<file path="src/rtl/uart_pkg.sv">
// Shared UART definitions: FSM state encoding and parity-mode constants.
package uart_pkg;

    typedef enum logic [2:0] {
        ST_IDLE,
        ST_START,
        ST_DATA,
        ST_PARITY,
        ST_STOP
    } uart_state_e;

    localparam int PARITY_NONE = 0;
    localparam int PARITY_ODD  = 1;
    localparam int PARITY_EVEN = 2;

    // Turns the XOR of the data bits into the transmitted parity bit.
    function automatic logic parity_bit(input logic data_xor, input int mode);
        return (mode == PARITY_ODD) ? ~data_xor : data_xor;
    endfunction

endpackage

</file>
<file path="src/rtl/sync_fifo.sv">
// Single-clock FIFO with a true occupancy count; full/empty derive from the count.
module sync_fifo #(
    parameter int WIDTH = 8,
    parameter int DEPTH = 16
) (
    input  logic                   clk,
    input  logic                   rst,
    input  logic                   push_i,
    input  logic [WIDTH-1:0]       wdata_i,
    input  logic                   pop_i,
    output logic [WIDTH-1:0]       rdata_o,
    output logic                   full_o,
    output logic                   empty_o,
    output logic [$clog2(DEPTH):0] level_o
);

    localparam int AW = $clog2(DEPTH);

    logic [WIDTH-1:0] mem_q [DEPTH];
    logic [AW-1:0]    wr_ptr_q, wr_ptr_d;
    logic [AW-1:0]    rd_ptr_q, rd_ptr_d;
    logic [AW:0]      level_q, level_d;
    logic             push_ok;
    logic             pop_ok;

    assign full_o  = (level_q == (AW+1)'(DEPTH));
    assign empty_o = (level_q == '0);
    assign level_o = level_q;
    assign rdata_o = mem_q[rd_ptr_q];

    // A push while full is refused even if a pop happens in the same cycle.
    assign push_ok = push_i && !full_o;
    assign pop_ok  = pop_i && !empty_o;

    // Next pointer and occupancy values; pointers wrap naturally at DEPTH.
    always_comb begin
        // NOTE: every combinational output gets a default first so no path can infer a latch.
        wr_ptr_d = wr_ptr_q;
        rd_ptr_d = rd_ptr_q;
        level_d  = level_q;
        if (push_ok) wr_ptr_d = wr_ptr_q + AW'(1);
        if (pop_ok)  rd_ptr_d = rd_ptr_q + AW'(1);
        case ({push_ok, pop_ok})
            2'b10:   level_d = level_q + (AW+1)'(1);
            2'b01:   level_d = level_q - (AW+1)'(1);
            default: level_d = level_q;
        endcase
    end

    // Pointer and occupancy registers.
    always_ff @(posedge clk or posedge rst) begin
        // NOTE: state registers use non-blocking assignments so every flop samples pre-edge values.
        if (rst) begin
            wr_ptr_q <= '0;
            rd_ptr_q <= '0;
            level_q  <= '0;
        end else begin
            wr_ptr_q <= wr_ptr_d;
            rd_ptr_q <= rd_ptr_d;
            level_q  <= level_d;
        end
    end

    // Storage write port.
    // NOTE: the array is not reset; level/pointers decide validity, so it can map onto RAM.
    always_ff @(posedge clk) begin
        if (push_ok) mem_q[wr_ptr_q] <= wdata_i;
    end

endmodule

</file>
<file path="src/rtl/uart_tx_fifo.sv">
// UART transmitter fed by a write FIFO; frames go out back-to-back with no idle gap.
module uart_tx_fifo
    import uart_pkg::*;
#(
    parameter int CLKS_PER_BIT = 1000,
    parameter int DATA_BITS    = 8,
    parameter int PARITY       = 0,
    parameter int STOP_BITS    = 1,
    parameter int FIFO_DEPTH   = 16,
    parameter int INVERT       = 0
) (
    input  logic                        clk,
    input  logic                        rst,
    input  logic                        we,
    input  logic [DATA_BITS-1:0]        din,
    output logic                        full,
    output logic                        empty,
    output logic [$clog2(FIFO_DEPTH):0] level,
    output logic                        overflow,
    output logic                        done,
    output logic                        tx
);

    localparam int CW = $clog2(CLKS_PER_BIT);
    localparam int IW = $clog2(DATA_BITS);
    localparam logic [CW-1:0] CNT_MAX   = CW'(CLKS_PER_BIT - 1);
    localparam logic [IW-1:0] DATA_LAST = IW'(DATA_BITS - 1);
    localparam logic [IW-1:0] STOP_LAST = IW'(STOP_BITS - 1);

    uart_state_e          state_q, state_d;
    logic [CW-1:0]        cnt_q, cnt_d;
    logic [IW-1:0]        idx_q, idx_d;
    logic [DATA_BITS-1:0] shreg_q, shreg_d;
    logic                 par_q, par_d;
    logic                 tx_q, tx_d;
    logic                 done_q, done_d;
    logic                 overflow_q;

    logic                 pop;
    logic                 fifo_empty;
    logic [DATA_BITS-1:0] fifo_rdata;
    logic                 bit_end;
    logic                 par_calc;

    sync_fifo #(
        .WIDTH (DATA_BITS),
        .DEPTH (FIFO_DEPTH)
    ) u_fifo (
        .clk     (clk),
        .rst     (rst),
        .push_i  (we),
        .wdata_i (din),
        .pop_i   (pop),
        .rdata_o (fifo_rdata),
        .full_o  (full),
        .empty_o (fifo_empty),
        .level_o (level)
    );

    assign bit_end  = (cnt_q == CNT_MAX);
    assign par_calc = parity_bit(^fifo_rdata, PARITY);
    assign empty    = fifo_empty && (state_q == ST_IDLE);
    assign overflow = overflow_q;
    assign done     = done_q;
    // Polarity inversion lives only at the pin; everything inside is true-polarity.
    assign tx       = (INVERT != 0) ? ~tx_q : tx_q;

    // Frame sequencer: next state, bit timer, shifter and the line level for the next cycle.
    always_comb begin
        state_d = state_q;
        cnt_d   = cnt_q + CW'(1);
        idx_d   = idx_q;
        shreg_d = shreg_q;
        par_d   = par_q;
        tx_d    = 1'b1;
        done_d  = 1'b0;
        pop     = 1'b0;
        case (state_q)
            ST_IDLE: begin
                cnt_d = '0;
                idx_d = '0;
                if (!fifo_empty) begin
                    pop     = 1'b1;
                    shreg_d = fifo_rdata;
                    par_d   = par_calc;
                    state_d = ST_START;
                end
            end
            ST_START: begin
                tx_d = 1'b0;
                if (bit_end) begin
                    cnt_d   = '0;
                    idx_d   = '0;
                    state_d = ST_DATA;
                end
            end
            ST_DATA: begin
                tx_d = shreg_q[0];
                if (bit_end) begin
                    cnt_d   = '0;
                    shreg_d = shreg_q >> 1;
                    if (idx_q == DATA_LAST) begin
                        idx_d   = '0;
                        state_d = (PARITY != PARITY_NONE) ? ST_PARITY : ST_STOP;
                    end else begin
                        idx_d = idx_q + IW'(1);
                    end
                end
            end
            ST_PARITY: begin
                tx_d = par_q;
                if (bit_end) begin
                    cnt_d   = '0;
                    idx_d   = '0;
                    state_d = ST_STOP;
                end
            end
            ST_STOP: begin
                tx_d = 1'b1;
                if (bit_end) begin
                    cnt_d = '0;
                    if (idx_q == STOP_LAST) begin
                        done_d = 1'b1;
                        idx_d  = '0;
                        // Chain straight into the next start bit when more data is queued.
                        if (!fifo_empty) begin
                            pop     = 1'b1;
                            shreg_d = fifo_rdata;
                            par_d   = par_calc;
                            state_d = ST_START;
                        end else begin
                            state_d = ST_IDLE;
                        end
                    end else begin
                        idx_d = idx_q + IW'(1);
                    end
                end
            end
            default: begin
                cnt_d   = '0;
                idx_d   = '0;
                state_d = ST_IDLE;
            end
        endcase
    end

    // Sequencer registers; reset abandons any frame and returns the line to idle at once.
    always_ff @(posedge clk or posedge rst) begin
        if (rst) begin
            state_q    <= ST_IDLE;
            cnt_q      <= '0;
            idx_q      <= '0;
            shreg_q    <= '0;
            par_q      <= 1'b0;
            tx_q       <= 1'b1;
            done_q     <= 1'b0;
            overflow_q <= 1'b0;
        end else begin
            state_q    <= state_d;
            cnt_q      <= cnt_d;
            idx_q      <= idx_d;
            shreg_q    <= shreg_d;
            par_q      <= par_d;
            tx_q       <= tx_d;
            done_q     <= done_d;
            overflow_q <= we && full;
        end
    end

endmodule

</file>
<file path="config.mk">
export PLATFORM = sky130hd
export DESIGN_NAME = uart_tx_fifo
export DESIGN_NICKNAME = d
export VERILOG_FILES = /design/src/rtl/uart_pkg.sv /design/src/rtl/sync_fifo.sv /design/src/rtl/uart_tx_fifo.sv
export SDC_FILE = /design/constraint.sdc
export NUM_CORES = 1
export LEC_CHECK = 0
export ABC_AREA = 1
export CORE_ASPECT_RATIO = 1.5
export CORE_MARGIN = 5
export CORE_UTILIZATION = 35
export CTS_CLUSTER_DIAMETER = 200
export DETAILED_ROUTE_END_ITERATION = 6
export GPL_TIMING_DRIVEN = 0
export PLACE_DENSITY = 0.57
export SYNTH_ARGS = -nofsm -noshare
export SYNTH_HDL_FRONTEND = slang
export SYNTH_SLANG_ARGS = --single-unit
</file>
<file path="constraint.sdc">
create_clock -name clk -period 3.5 [get_ports clk]
set_clock_uncertainty 0.05 [all_clocks]
set_input_delay 0.35 -clock clk [delete_from_list [all_inputs] [get_ports clk]]
set_output_delay 0.35 -clock clk [all_outputs]
set_load 0.02 [all_outputs]
</file>
**After elaboration in Yosys (flattened, before gate mapping)**

Memory sizes are Yosys's and may differ from the RTL's.
Index checks and enable logic that the tools add are counted.

- Register bits: 41
- Input bits: 11
- Word-level logic and storage cells: 91
- Output and inout bits: 10
- RAM bits: 128
- Memories kept: 1

Memories:

| name | depth | bits a word | rd ports | clocked after Yosys merged registers in | write ports | RTL line | source |
|---|---|---|---|---|---|---|---|
| u_fifo.mem_q | 16 | 8 | 1 | 0 | 1 | sync_fifo.sv:19 | `logic [WIDTH-1:0] mem_q [DEPTH];` |

- Equality and inequality tests: 17
- Muxes and demuxes: 37
- Reductions and logical operators: 19
- $add $sub $neg: 6

Operators with widths:

| cell | number |
|---|---|
| $mux W3 | 12 |
| $mux W8 | 4 |
| $pmux W8 S3 | 1 |
| $mux W10 | 2 |
| $pmux W3 S5 | 1 |
| $ne A2 B2 Y1 const B | 7 |
| $mux W1 | 12 |
| $add A10 B1 Y10 const B | 1 |
| $eq A10 B10 Y1 const B | 1 |
| $pmux W5 S2 | 1 |
| $pmux W3 S3 | 1 |
| $add A4 B1 Y4 const B | 2 |
| $reduce_xor A8 Y1 | 1 |
| $reduce_and A7 Y1 | 1 |
| $eq A3 B2 Y1 const B | 2 |
| $eq A3 B3 Y1 const B | 2 |
| $logic_not A3 Y1 | 2 |
| $reduce_and A3 Y1 | 2 |
| $add A5 B1 Y5 const B | 1 |
| $eq A5 B5 Y1 const B | 1 |
| $logic_not A5 Y1 | 1 |
| $sub A5 B1 Y5 const B | 1 |
| $logic_and A1 B1 Y1 | 4 |
| $pmux W1 S2 | 2 |
| other kinds (12) | 14 |

**Depth between registers and ports, before layout**

Gate-level depths: netlist of run 1.

- Word-level depth: 8
- Depth in mapped cells: 18
- Mapped depth without buffers: 16

**Cells and area by module**

From an unflattened synthesis of run 1, not the netlist that was laid out.

- Cell total of the unflattened synthesis: 843
- Area total of the unflattened synthesis: 7851.3 sq um

Modules (own cells, without submodules):

| module | instances | sequential area each (sq um) | area an instance (sq um) | cells each |
|---|---|---|---|---|
| sync_fifo | 1 | 4169.0 | 6231.0 | 623 |
| uart_tx_fifo | 1 | 701.9 | 1620.3 | 220 |

**Worst setup path before layout of run 1**

No wires, ideal clock.

- Kind: register -> register
- From: register u_fifo.level_q[0] (netlist: u_fifo.level_o[0])
- To: register u_fifo.level_q[4] (netlist: u_fifo.level_o[4])
- Period minus slack after synthesis: 2.609 ns
- Slack: 0.891 ns
- Path buffers: 0
- Required time: 3.318 ns
- Library setup time: 0.132 ns
- Stages on the path, launching flop included: 14
- Arrival time: 2.427 ns
- Cells stage by stage: dfrtp_1 -> nor2_1 -> nand3_1 -> nor2_1 -> o21ai_1 -> nand4_4 -> nor2_4 -> ha_1 -> ha_1 -> a21oi_1 -> nor2_1 -> o31ai_1 -> a21oi_1 -> xor2_1

- Cells in the longest elaborated chain, start to end: 8
- Elaborated cells between the ends (all ways): 16
- Classes of those cells: add/sub: 2; eq/ne: 3; mux: 5; reduce/logical: 6

Ends and longest elaborated chain:

| item | RTL line | source |
|---|---|---|
| from (decl) | sync_fifo.sv:22 | `logic [AW:0] level_q, level_d;` |
| from (signal assigned) | sync_fifo.sv:60 | `level_q <= level_d;` |
| $logic_not A5 Y1 (*) | sync_fifo.sv:27 | `assign empty_o = (level_q == '0);` |
| $mux W1 | uart_tx_fifo.sv:82, uart_tx_fifo.sv:126 |  |
| $mux W1 | uart_tx_fifo.sv:122 | `if (idx_q == STOP_LAST) begin` |
| $mux W1 | uart_tx_fifo.sv:120 | `if (bit_end) begin` |
| $pmux W1 S2 | uart_tx_fifo.sv:78 | `case (state_q)` |
| $logic_and A1 B1 Y1 (*) | sync_fifo.sv:33 | `assign pop_ok = pop_i && !empty_o;` |
| net u_fifo.pop_ok | sync_fifo.sv:24 | `logic pop_ok;` |
| $eq A2 B1 Y1 / $eq A2 B2 Y1 (equally long branches) | sync_fifo.sv:43 | `case ({push_ok, pop_ok})` |
| $pmux W5 S2 / $reduce_bool A2 Y1 (equally long branches) | -- |  |

Mark *: on every way through the listed nets, which the timed path passes. The rest lies on a longest branch.
A chain may end at the register's enable or synchronous reset.

**Worst setup path after layout of run 1**

- From: register cnt_q[0]
- To: register u_fifo.level_q[4] (netlist: u_fifo.level_o[4])

- Cells in the longest elaborated chain, start to end: 6
- Elaborated cells between the ends (all ways): 8
- Classes of those cells: eq/ne: 3; mux: 3; reduce/logical: 2

Ends and longest elaborated chain:

| item | RTL line | source |
|---|---|---|
| from (decl) | uart_tx_fifo.sv:31 | `logic [CW-1:0] cnt_q, cnt_d;` |
| from (signal assigned) | uart_tx_fifo.sv:160 | `cnt_q <= cnt_d;` |
| $eq A10 B10 Y1 (*) | uart_tx_fifo.sv:60 | `assign bit_end = (cnt_q == CNT_MAX);` |
| $mux W1 (*) | uart_tx_fifo.sv:120 |  |
| $pmux W1 S2 (*) | uart_tx_fifo.sv:78 |  |
| $logic_and A1 B1 Y1 (*) | sync_fifo.sv:33 |  |
| net u_fifo.pop_ok | sync_fifo.sv:24 |  |
| $eq A2 B1 Y1 / $eq A2 B2 Y1 (equally long branches) | sync_fifo.sv:43 |  |
| $pmux W5 S2 / $reduce_bool A2 Y1 (equally long branches) | -- |  |

Marks and branches as above.

==> impl_metrics.yaml, run 1 <==
drt:
  drc_errors: 0
  routed_wl_mm: 17.7
  vias_per_cell: 4.75
  drtAntennaViolNets: 0
  dr.pass1.iters: 5
  dr.first_iter.drc_count: 400
  vias: 5064
  wl_per_cell_microns: 16.6
synth:
  synth-seq-cells: 169
  synth_warnings: 0
  synth_top_cells_by_count: "219 x nand2_1, 128 x edfxtp_1, 82 x nor2_1"
  ys.flop_type: "edfxtp_1"
  syn-cell-area_sq_mm: 0.00760
  syn_inst: 744
  synth.distinct_cells: 38
  syn_nets: 769
  seq_area_frac_synth_pct: 64.1
  async_flop_share_pct: 24.3
  synth_edf_count: 128
  ys_top_cells_by_area: "edfxtp_1 51%, dfrtp_1 13%, nand2_1 11%, nor2_1 4.0%, nand3_1 3.6%"
  synth_top_cell_by_area: "edfxtp_1"
  avgSynthCellArea_sq_um: 10.2
  synth_top_area_share_pct: 50.6
  synth.most_common_cell: "nand2_1"
clocking:
  cts_tree: "done"
  worstSkewPairLatency_ns: 0.42
  cts_buffer_depth: 2
  cts.repair.resized: 0
  cts-buffers-inserted: 17
  clk_pin_slew_ns: 0.06
  hold_buffers: 0
  cts.sinks: 169
  clock-root-buffer: "clkbuf_16"
  h-tree-depth: 4
  post_cts_buffers: 0
hold_path:
  min_path_type: "in -> async"
worst_setup_path:
  crit_chain: "ha_1, nand2_1, inv_1, nand4_1, nand2_1, nand4_4, nor2_4, ha_1, ha_1, a21oi_1, nor2_1, o31ai_1, a21oi_1, xor2_1"
  end_kind: "register"
  cp-start-kind: "register"
  arrival_ns: 3.23
  path_class: "reg -> reg"
  required_ns: 3.75
  r2r_start: "cnt_q[0]$_DFF_PP0_"
  max_stage_delay_ns: 0.36
  crit_top_cell: "ha_1"
  cp_max_fo: 9
  cp-startpoint: "cnt_q[0]$_DFF_PP0_"
  cp_slowest_cell: "dfrtp_1"
floorplan:
  start_util_pct: 35.3
  rows: 66
  die_area_sq_mm: 0.0248
  die_w_microns: 130
  io_pins: 21
  core_area_sq_mm: 0.0216
  dieHeight_microns: 190
place:
  placedCellCount: 1036
  portBuffers: 20
  dp_hpwl_mm: 12.1
  place_congestion: 0.818
  dp_worst_setup_slack_ns: 0.477
timing:
  slew_headroom_pct: 30.7
  fin_ws_ns: 0.523
  period_share_pct: 85.1
  max_freq_mhz: 336
  fin_setup_tns_ns: 0
  setup_viol: 0
  hold_viol: 0
  grt_setup_unrepaired: "false"
  drv_slew: 0
  worst_pin_slew_ns: 1.04
  fin_crit_ns: 2.98
global_route:
  grt_pass1_wl_mm: 27.3
  grt_max_degree: 42
  grt_pass1_vias: 4852
  grt_util_all_layers_pct: 14.9
  antenna_found_initial: 0
  overflow: 0
final_layout:
  instances_no_fill: 1066
  antenna_cells: 0
  finalNetCount: 808
  drive_above_1_share_pct: 9.45
  area_delta_synth_final_pct: 14.4
power:
  power_uw: 4810
  power_density_mw_per_mm2: 554
  leakage_uw: 0.00365
  ir_worst_vdd_uv: 358
outcome:
  status: "finished clean"
run:
  drv_cap: 0
per-stage QoR:
| stage | util [%] | hold slack, ns | instance area, sq um |
|---|---|---|---|
| detailed placement | 37.8 | 0.407 | 8140 |
| global route | 40.3 | 0.435 | 8700 |
| floorplan | - | 0.383 | 7600 |
| global placement | 37.8 | 0.405 | 8140 |
| finish | 40.3 | 0.370 | 8700 |
| CTS | 40.3 | 0.395 | 8700 |
worst max-delay path: cells and delay by family (launching register included):
kind / cells / cell delay [ns]
xor gates and xnor gates: 1 / 0.15
AOI/OAI and AO/OA: 3 / 0.43
DFF: 1 / 0.36
buffers and inverters: 1 / 0.11
adders and majority gates: 3 / 0.82
and+or+nand+nor: 6 / 0.93
area by class of cell:
class,instances,area [sq um]
Buffer,24,161
Clock buffer,17,425
Clock inverter,13,129
Fill cell,2028,12900
Inverter,74,285
Multi-Input combinational cell,477,2280
Sequential cell,169,4870
Tap cell,272,340
Timing Repair Buffer,20,200
state kept, by name, indices dropped and copies added (netlist names):
name and flops:
idx_q 3, u_fifo.mem_q 128, u_fifo.level_o 5, done 1, cnt_q 10, par_q 1
u_fifo.rd_ptr_q 4, u_fifo.wr_ptr_q 4, overflow 1, state_q 3, tx 1, shreg_q 8
where the power goes:
group	internal (uW)	switching, uW
Clock	1040	748
Sequential	2370	86.9
Combinational	184	392
Total	3590	1230
path summary, 6_finish.rpt:
path / slack (ns) / endpoint / depth (start not counted)
worst max-delay path: 0.52 / u_fifo.level_o[4]$_DFFE_PP0P_ / 14
worst min-delay path: 0.37 / u_fifo.level_o[4]$_DFFE_PP0P_ / 2
worst max register to register: 0.52 / u_fifo.level_o[4]$_DFFE_PP0P_ / 14
worst min register to register: 0.41 / cnt_q[0]$_DFF_PP0_ / 1
max in group asynchronous: 2.49 / cnt_q[5]$_DFF_PP0_ / 2
min in group clk: 0.41 / cnt_q[0]$_DFF_PP0_ / 1
kinds of logic (layout without fill, tap and decap cells):
family / count (synthesis) / in the layout / share of synthesized area [%]
AND/OR/NAND/NOR: 371 / 371 / 20.0
flip-flops: 169 / 169 / 64.1
buffers and inverters: 98 / 148 / 5.88
AO/OA/AOI/OAI: 80 / 80 / 6.22
adder cells (fa/ha/maj): 14 / 14 / 2.40
XOR/XNOR: 12 / 12 / 1.38
per-layer routing:
layer | part of all wire, % | vias to the layer above | global-route usage [%]
met1 | 40 | 2389 | 17.0
met3 | 3.8 | 28 | 2.72
met4 | 2.3 | 0 | 5.00
met2 | 54 | 110 | 27.5
met5 | 0 | - | 0
li1 | - | 2537 | -
placed cells by master (no fill, tap or decap), types with 2 or more instances in the layout:
cell               n
nor3_1             5
o211ai_2           6
inv_2             11
edfxtp_1         128
inv_6              2
clkbuf_1           3
nand3_1           55
buf_4              4
xnor2_1            2
clkinv_4           3
nor2_1            82
clkinv_2           3
a21oi_1           22
clkbuf_16         17
xor2_1            10
inv_1             60
nand4_1            4
ha_1              13
bufinv_16          2
buf_6              4
clkinv_1           4
buf_2             12
nand2_1          219
o21ai_0           32
clkdlybuf4s50_1   20
nor2_4             2
dfrtp_1           40
o21ai_1           10
nand2_2            2
o211ai_1           3
(Power assumes the default switching activity.)
==> inputs of run 2 (changes only) <==
--- a/config.mk
+++ b/config.mk
@@ -6,13 +6,15 @@
 export NUM_CORES = 1
 export LEC_CHECK = 0
 export ABC_AREA = 1
+export CELL_PAD_IN_SITES_DETAIL_PLACEMENT = 0
+export CELL_PAD_IN_SITES_GLOBAL_PLACEMENT = 1
 export CORE_ASPECT_RATIO = 1.5
 export CORE_MARGIN = 5
 export CORE_UTILIZATION = 35
 export CTS_CLUSTER_DIAMETER = 200
 export DETAILED_ROUTE_END_ITERATION = 6
 export GPL_TIMING_DRIVEN = 0
-export PLACE_DENSITY = 0.57
+export PLACE_DENSITY = 0.67
 export SYNTH_ARGS = -nofsm -noshare
 export SYNTH_HDL_FRONTEND = slang
 export SYNTH_SLANG_ARGS = --single-unit
==> constraint.sdc (replaced) <==
create_clock -name clk -period 3.2 [get_ports clk]
set_clock_uncertainty 0.05 [all_clocks]
set_input_delay 0.32 -clock clk [delete_from_list [all_inputs] [get_ports clk]]
set_output_delay 0.32 -clock clk [all_outputs]
set_load 0.02 [all_outputs]
==> run 2 against run 1 <==
Combinational power grew 8.0%. Wire length is 4.9% higher. Highest routed layer unchanged. Critical endpoint unchanged. Largest power group unchanged. Sequential power is 9.3% higher. Power rose by 11%. Non-clock buffer count is 3 higher. Via count down 1.2%. Clock power grew 13%.
==> impl_metrics.yaml, run 2 (synthesized netlist as in run 1, its figures left out) <==
global_route:
  grt_pass1_vias: 5056
  antenna_found_initial: 0
  grt_pass1_wl_mm: 29.0
  grt_max_degree: 34
  overflow: 0
  grt_util_all_layers_pct: 16.1
power:
  power_density_mw_per_mm2: 608
  ir_worst_vdd_uv: 366
  leakage_uw: 0.00367
clocking:
  cts.sinks: 169
  cts_buffer_depth: 2
  h-tree-depth: 4
  worstSkewPairLatency_ns: 0.44
  cts-buffers-inserted: 17
  clock-root-buffer: "clkbuf_16"
  cts_tree: "done"
  hold_buffers: 0
  clk_pin_slew_ns: 0.07
final_layout:
  antenna_cells: 0
  final_util_pct: 40.6
  mostFrequentLayoutCells: "219 x nand2_1, 128 x edfxtp_1, 82 x nor2_1"
  finalNetCount: 811
  largest_reg_flops: 128
  instances_no_fill: 1070
  n_fill_cell: 2082
  final_common_cell: "nand2_1"
  drive_above_1_share_pct: 10.4
  regMostFlops: "u_fifo.mem_q"
  area_delta_synth_final_pct: 15.2
  largestRegisters: "u_fifo.mem_q (128), cnt_q (10), shreg_q (8)"
worst_setup_path:
  end_kind: "register"
  cp_slowest_cell: "dfrtp_1"
  cp_max_fo: 9
  arrival_ns: 3.17
  crit_buf_inv: 2
  path_class: "reg -> reg"
  critPathTopFamily: "simple AND/OR/NAND/NOR gates"
  max_stage_delay_ns: 0.42
  crit_top_cell: "nor2_1"
  cp-start-kind: "register"
  required_ns: 3.50
  crit_chain: "nor2_1, nand2_1, inv_2, nand2_1, nand4_4, nor2_4, ha_2, fa_1, a21oi_1, nor2_1, nor2_1, inv_1, a21oi_1, xor2_1"
drt:
  drtAntennaViolNets: 0
  wl_per_cell_microns: 17.4
  drc_errors: 0
  routed_wl_mm: 18.6
  dr.pass1.iters: 5
  vias: 5004
  vias_per_cell: 4.68
  dr.first_iter.drc_count: 386
timing:
  worst_pin_slew_ns: 1.06
  fin_crit_ns: 2.87
  fin_ws_ns: 0.331
  slew_headroom_pct: 29.4
  grt_setup_unrepaired: "false"
  whs_ns: 0.0823
  hold_viol: 0
  max_freq_mhz: 349
  fin_setup_tns_ns: 0
  setup_viol: 0
  period_share_pct: 89.6
  drv_slew: 0
place:
  placedCellCount: 1037
  dp_hpwl_mm: 12.9
  dp_worst_setup_slack_ns: 0.126
  portBuffers: 20
  place_congestion: 0.836
floorplan:
  die_area_sq_mm: 0.0248
  die_w_microns: 130
  start_util_pct: 35.3
  dieHeight_microns: 190
  core_area_sq_mm: 0.0216
  io_pins: 21
  rows: 66
outcome:
  status: "finished clean"
hold_path:
  min_path_type: "in -> async"
run:
  drv_cap: 0
## run 2: changes by cell type in the layout (fill, tap and decap cells not counted), sizes merged
cell,before,now
buf,21,24
clkinv,10,9
clkinvlp,1,3
## run 2: cell type report
type                       instances  area [sq um]  share of cell area (%)
sequential                       169          4870                    55.6
timing repair buffer              23           235                    2.69
multi-input combinational        477          2290                    26.1
clock inverter                    14           150                    1.72
tap                              272           340                    3.89
clock buffer                      17           425                    4.86
inverter                          74           285                    3.26
buffer                            24           161                    1.84
## run 2: repair_timing
action / 4_1_cts / 5_1_grt
resized for setup: 0 / 1
setup buffers: 0 / 2
endpoints found under the setup margin: 0 / 2
## run 2: path summary, 6_finish.rpt
path                                        start                       endpoint  slack, ns  cells after the start
max                        state_q[2]$_DFFE_PP0P_  u_fifo.level_o[4]$_DFFE_PP0P_       0.33                     14
min                                           rst             overflow$_DFF_PP0_       0.08                      2
max reg2reg                state_q[2]$_DFFE_PP0P_  u_fifo.level_o[4]$_DFFE_PP0P_       0.33                     14
min reg2reg                    cnt_q[0]$_DFF_PP0_             cnt_q[0]$_DFF_PP0_       0.42                      1
max in group asynchronous                     rst                   tx$_DFF_PP1_       2.50                      3
min in group clk                               we             overflow$_DFF_PP0_       0.38                      3
## run 2: per-stage QoR
step,instance area [sq um],power (uW)
after global placement,8140,3350
after detailed placement,8160,3370
after floorplan,7600,3100
after CTS,8740,5380
after global routing,8750,5550
final,8750,5320
## run 2: where the power goes
| part | leakage, uW | internal (uW) | switching [uW] | total [uW] |
|---|---|---|---|---|
| Clock | 0.000275 | 1150 | 868 | 2020 |
| Combinational | 0.00173 | 202 | 419 | 621 |
| Sequential | 0.00167 | 2590 | 97.5 | 2690 |
## run 2: routing by layer
metal | part of all wire [%] | GRT usage [%]
met5 | 0 | 0
met4 | 2.7 | 6.92
met3 | 3.0 | 2.91
met2 | 56 | 29.7
met1 | 38 | 17.6
==> inputs of run 3 (changes only) <==
--- a/config.mk
+++ b/config.mk
@@ -15,6 +15,7 @@
 export DETAILED_ROUTE_END_ITERATION = 6
 export GPL_TIMING_DRIVEN = 0
 export PLACE_DENSITY = 0.67
+export SETUP_SLACK_MARGIN = 0.1
 export SYNTH_ARGS = -nofsm -noshare
 export SYNTH_HDL_FRONTEND = slang
 export SYNTH_SLANG_ARGS = --single-unit
==> run 3 against run 2 <==
Setup slack improved by 0.034 ns. Sequential power is essentially flat. Final area increased by 0.20%. Die area is the same. Wire length rose by 0.61%. Global-route usage unchanged. Cell count barely moved. Flip-flop and latch count stayed put. Register-to-register slack better by 0.03 ns. Worst hold slack lost 0.0035 ns.
==> impl_metrics.yaml, run 3 (synthesized netlist as in run 1, its figures left out) <==
final_layout:
  fin_area_sq_mm: 0.00877
  area_delta_synth_final_pct: 15.4
  largest_reg_flops: 128
  final_common_cell: "nand2_1"
  instances_no_fill: 1071
  largestRegisters: "u_fifo.mem_q (128), cnt_q (10), shreg_q (8)"
  final_util_pct: 40.7
  antenna_cells: 0
  drive_above_1_share_pct: 10.5
  n_fill_cell: 2080
  finalNetCount: 812
  regMostFlops: "u_fifo.mem_q"
  mostFrequentLayoutCells: "219 x nand2_1, 128 x edfxtp_1, 82 x nor2_1"
floorplan:
  die_area_sq_mm: 0.0248
  dieHeight_microns: 190
  rows: 66
  start_util_pct: 35.3
  core_area_sq_mm: 0.0216
  io_pins: 21
  die_w_microns: 130
worst_setup_path:
  r2r_cells: 14
  end_kind: "register"
  crit_chain: "nor2_1, nand2_1, inv_2, nand2_1, nand4_4, nor2_4, ha_4, fa_1, a21oi_1, nor2_1, nor2_1, inv_1, a21oi_1, xor2_1"
  cp_slowest_cell: "dfrtp_1"
  r2r_start: "state_q[2]$_DFFE_PP0P_"
  max_stage_delay_ns: 0.42
  cp-startpoint: "state_q[2]$_DFFE_PP0P_"
  cp-start-kind: "register"
  r2r_end: "u_fifo.level_o[4]$_DFFE_PP0P_"
  path_class: "reg -> reg"
  endpoint: "u_fifo.level_o[4]$_DFFE_PP0P_"
  reg2reg_slack_ns: 0.37
  crit_top_cell: "nor2_1"
  cp_max_fo: 9
  arrival_ns: 3.13
  required_ns: 3.50
timing:
  setup_viol: 0
  fin_crit_ns: 2.83
  slew_headroom_pct: 30.3
  max_freq_mhz: 353
  hold_viol: 0
  worst_pin_slew_ns: 1.04
  period_share_pct: 88.6
  drv_slew: 0
  fin_setup_tns_ns: 0
  grt_setup_unrepaired: "false"
drt:
  wl_per_cell_microns: 17.5
  routed.top_layer: "met4"
  drtAntennaViolNets: 0
  routed_wl_mm: 18.7
  dr.pass1.iters: 6
  wl_met3_microns: 487
  wl_met1_mm: 7.16
  vias: 5020
  dr_wl_met2_mm: 10.4
  drc_errors: 0
  dr.first_iter.drc_count: 420
  vias_per_cell: 4.69
run:
  drv_cap: 0
global_route:
  antenna_found_initial: 0
  grt_pass1_wl_mm: 29.0
  overflow: 0
  grt_max_degree: 34
  grt_pass1_vias: 5056
  grt_util_all_layers_pct: 16.1
place:
  dp_hpwl_mm: 12.9
  placedCellCount: 1037
  placed_cell_area_sq_mm: 0.00816
  place_congestion: 0.836
  portBuffers: 20
clocking:
  cts_tree: "done"
  clk_pin_slew_ns: 0.07
  worstSkewPairLatency_ns: 0.43
  cts-buffers-inserted: 17
  cts.sinks: 169
  clock-root-buffer: "clkbuf_16"
  h-tree-depth: 4
  cts_buffer_depth: 2
outcome:
  status: "finished clean"
power:
  ir_worst_vdd_uv: 365
  power_density_mw_per_mm2: 607
  power_uw: 5330
  leakage_uw: 0.00368
hold_path:
  min_path_type: "in -> async"
[run 3: cell types whose count changed in the layout (fill, tap and decap cells not counted), sizes merged]
| cell | previous run | this run |
|---|---|---|
| buf | 24 | 25 |
[run 3: worst max-delay path, delay by kind of cell (launching register included)]
family          cells  cell delay, ns
flops               1            0.42
buf+inv             2            0.24
simple gates        7            0.98
compound gates      2            0.34
xor+xnor            1            0.15
fa+ha+maj           2            0.59
[run 3: how the worst min path moves through the flow]
stage / from / to
after global routing: rst / overflow$_DFF_PP0_
final: rst / overflow$_DFF_PP0_
after global placement: cnt_q[0]$_DFF_PP0_ / cnt_q[0]$_DFF_PP0_
after CTS: rst / overflow$_DFF_PP0_
after detailed placement: cnt_q[0]$_DFF_PP0_ / cnt_q[0]$_DFF_PP0_
after floorplan: din[0] / u_fifo.mem_q[0][0]$_DFFE_PP_
[run 3: layer usage]
metal	up-vias	GRT usage, %
met2	77	29.7
met3	26	2.91
met1	2362	17.6
met4	0	6.92
li1	2555	-
met5	-	0
[run 3: area by class of cell]
type                    instances  area [sq um]  share of cell area (%)
inverters                      74           285                    3.25
repair buffers                 24           243                    2.77
well taps                     272           340                    3.88
plain buffers                  24           161                    1.84
flip-flops and latches        169          4870                    55.5
clock buffers                  17           425                    4.85
clock inverters                14           150                    1.71
multi-input cells             477          2300                    26.2
[run 3: metrics by stage]
stage | worst slack [ns] | hold slack, ns
floorplan | 0.591 | 0.369
global placement | 0.143 | 0.406
detailed placement | 0.126 | 0.412
CTS | 0.120 | 0.0697
global route | 0.123 | 0.102
finish | 0.366 | 0.0788
[run 3: repair_timing]
item / CTS / global route
buffers inserted: 0 / 3
hold endpoints to repair: 0 / 0
hold buffers: 0 / 0
endpoints found under the setup margin: 0 / 2
gates resized for setup: 0 / 2
[run 3: where the power goes]
group          internal, uW  switching, uW  total (uW)
logic                   203            419         622
registers              2590           97.7        2690
clock network          1150            869        2020
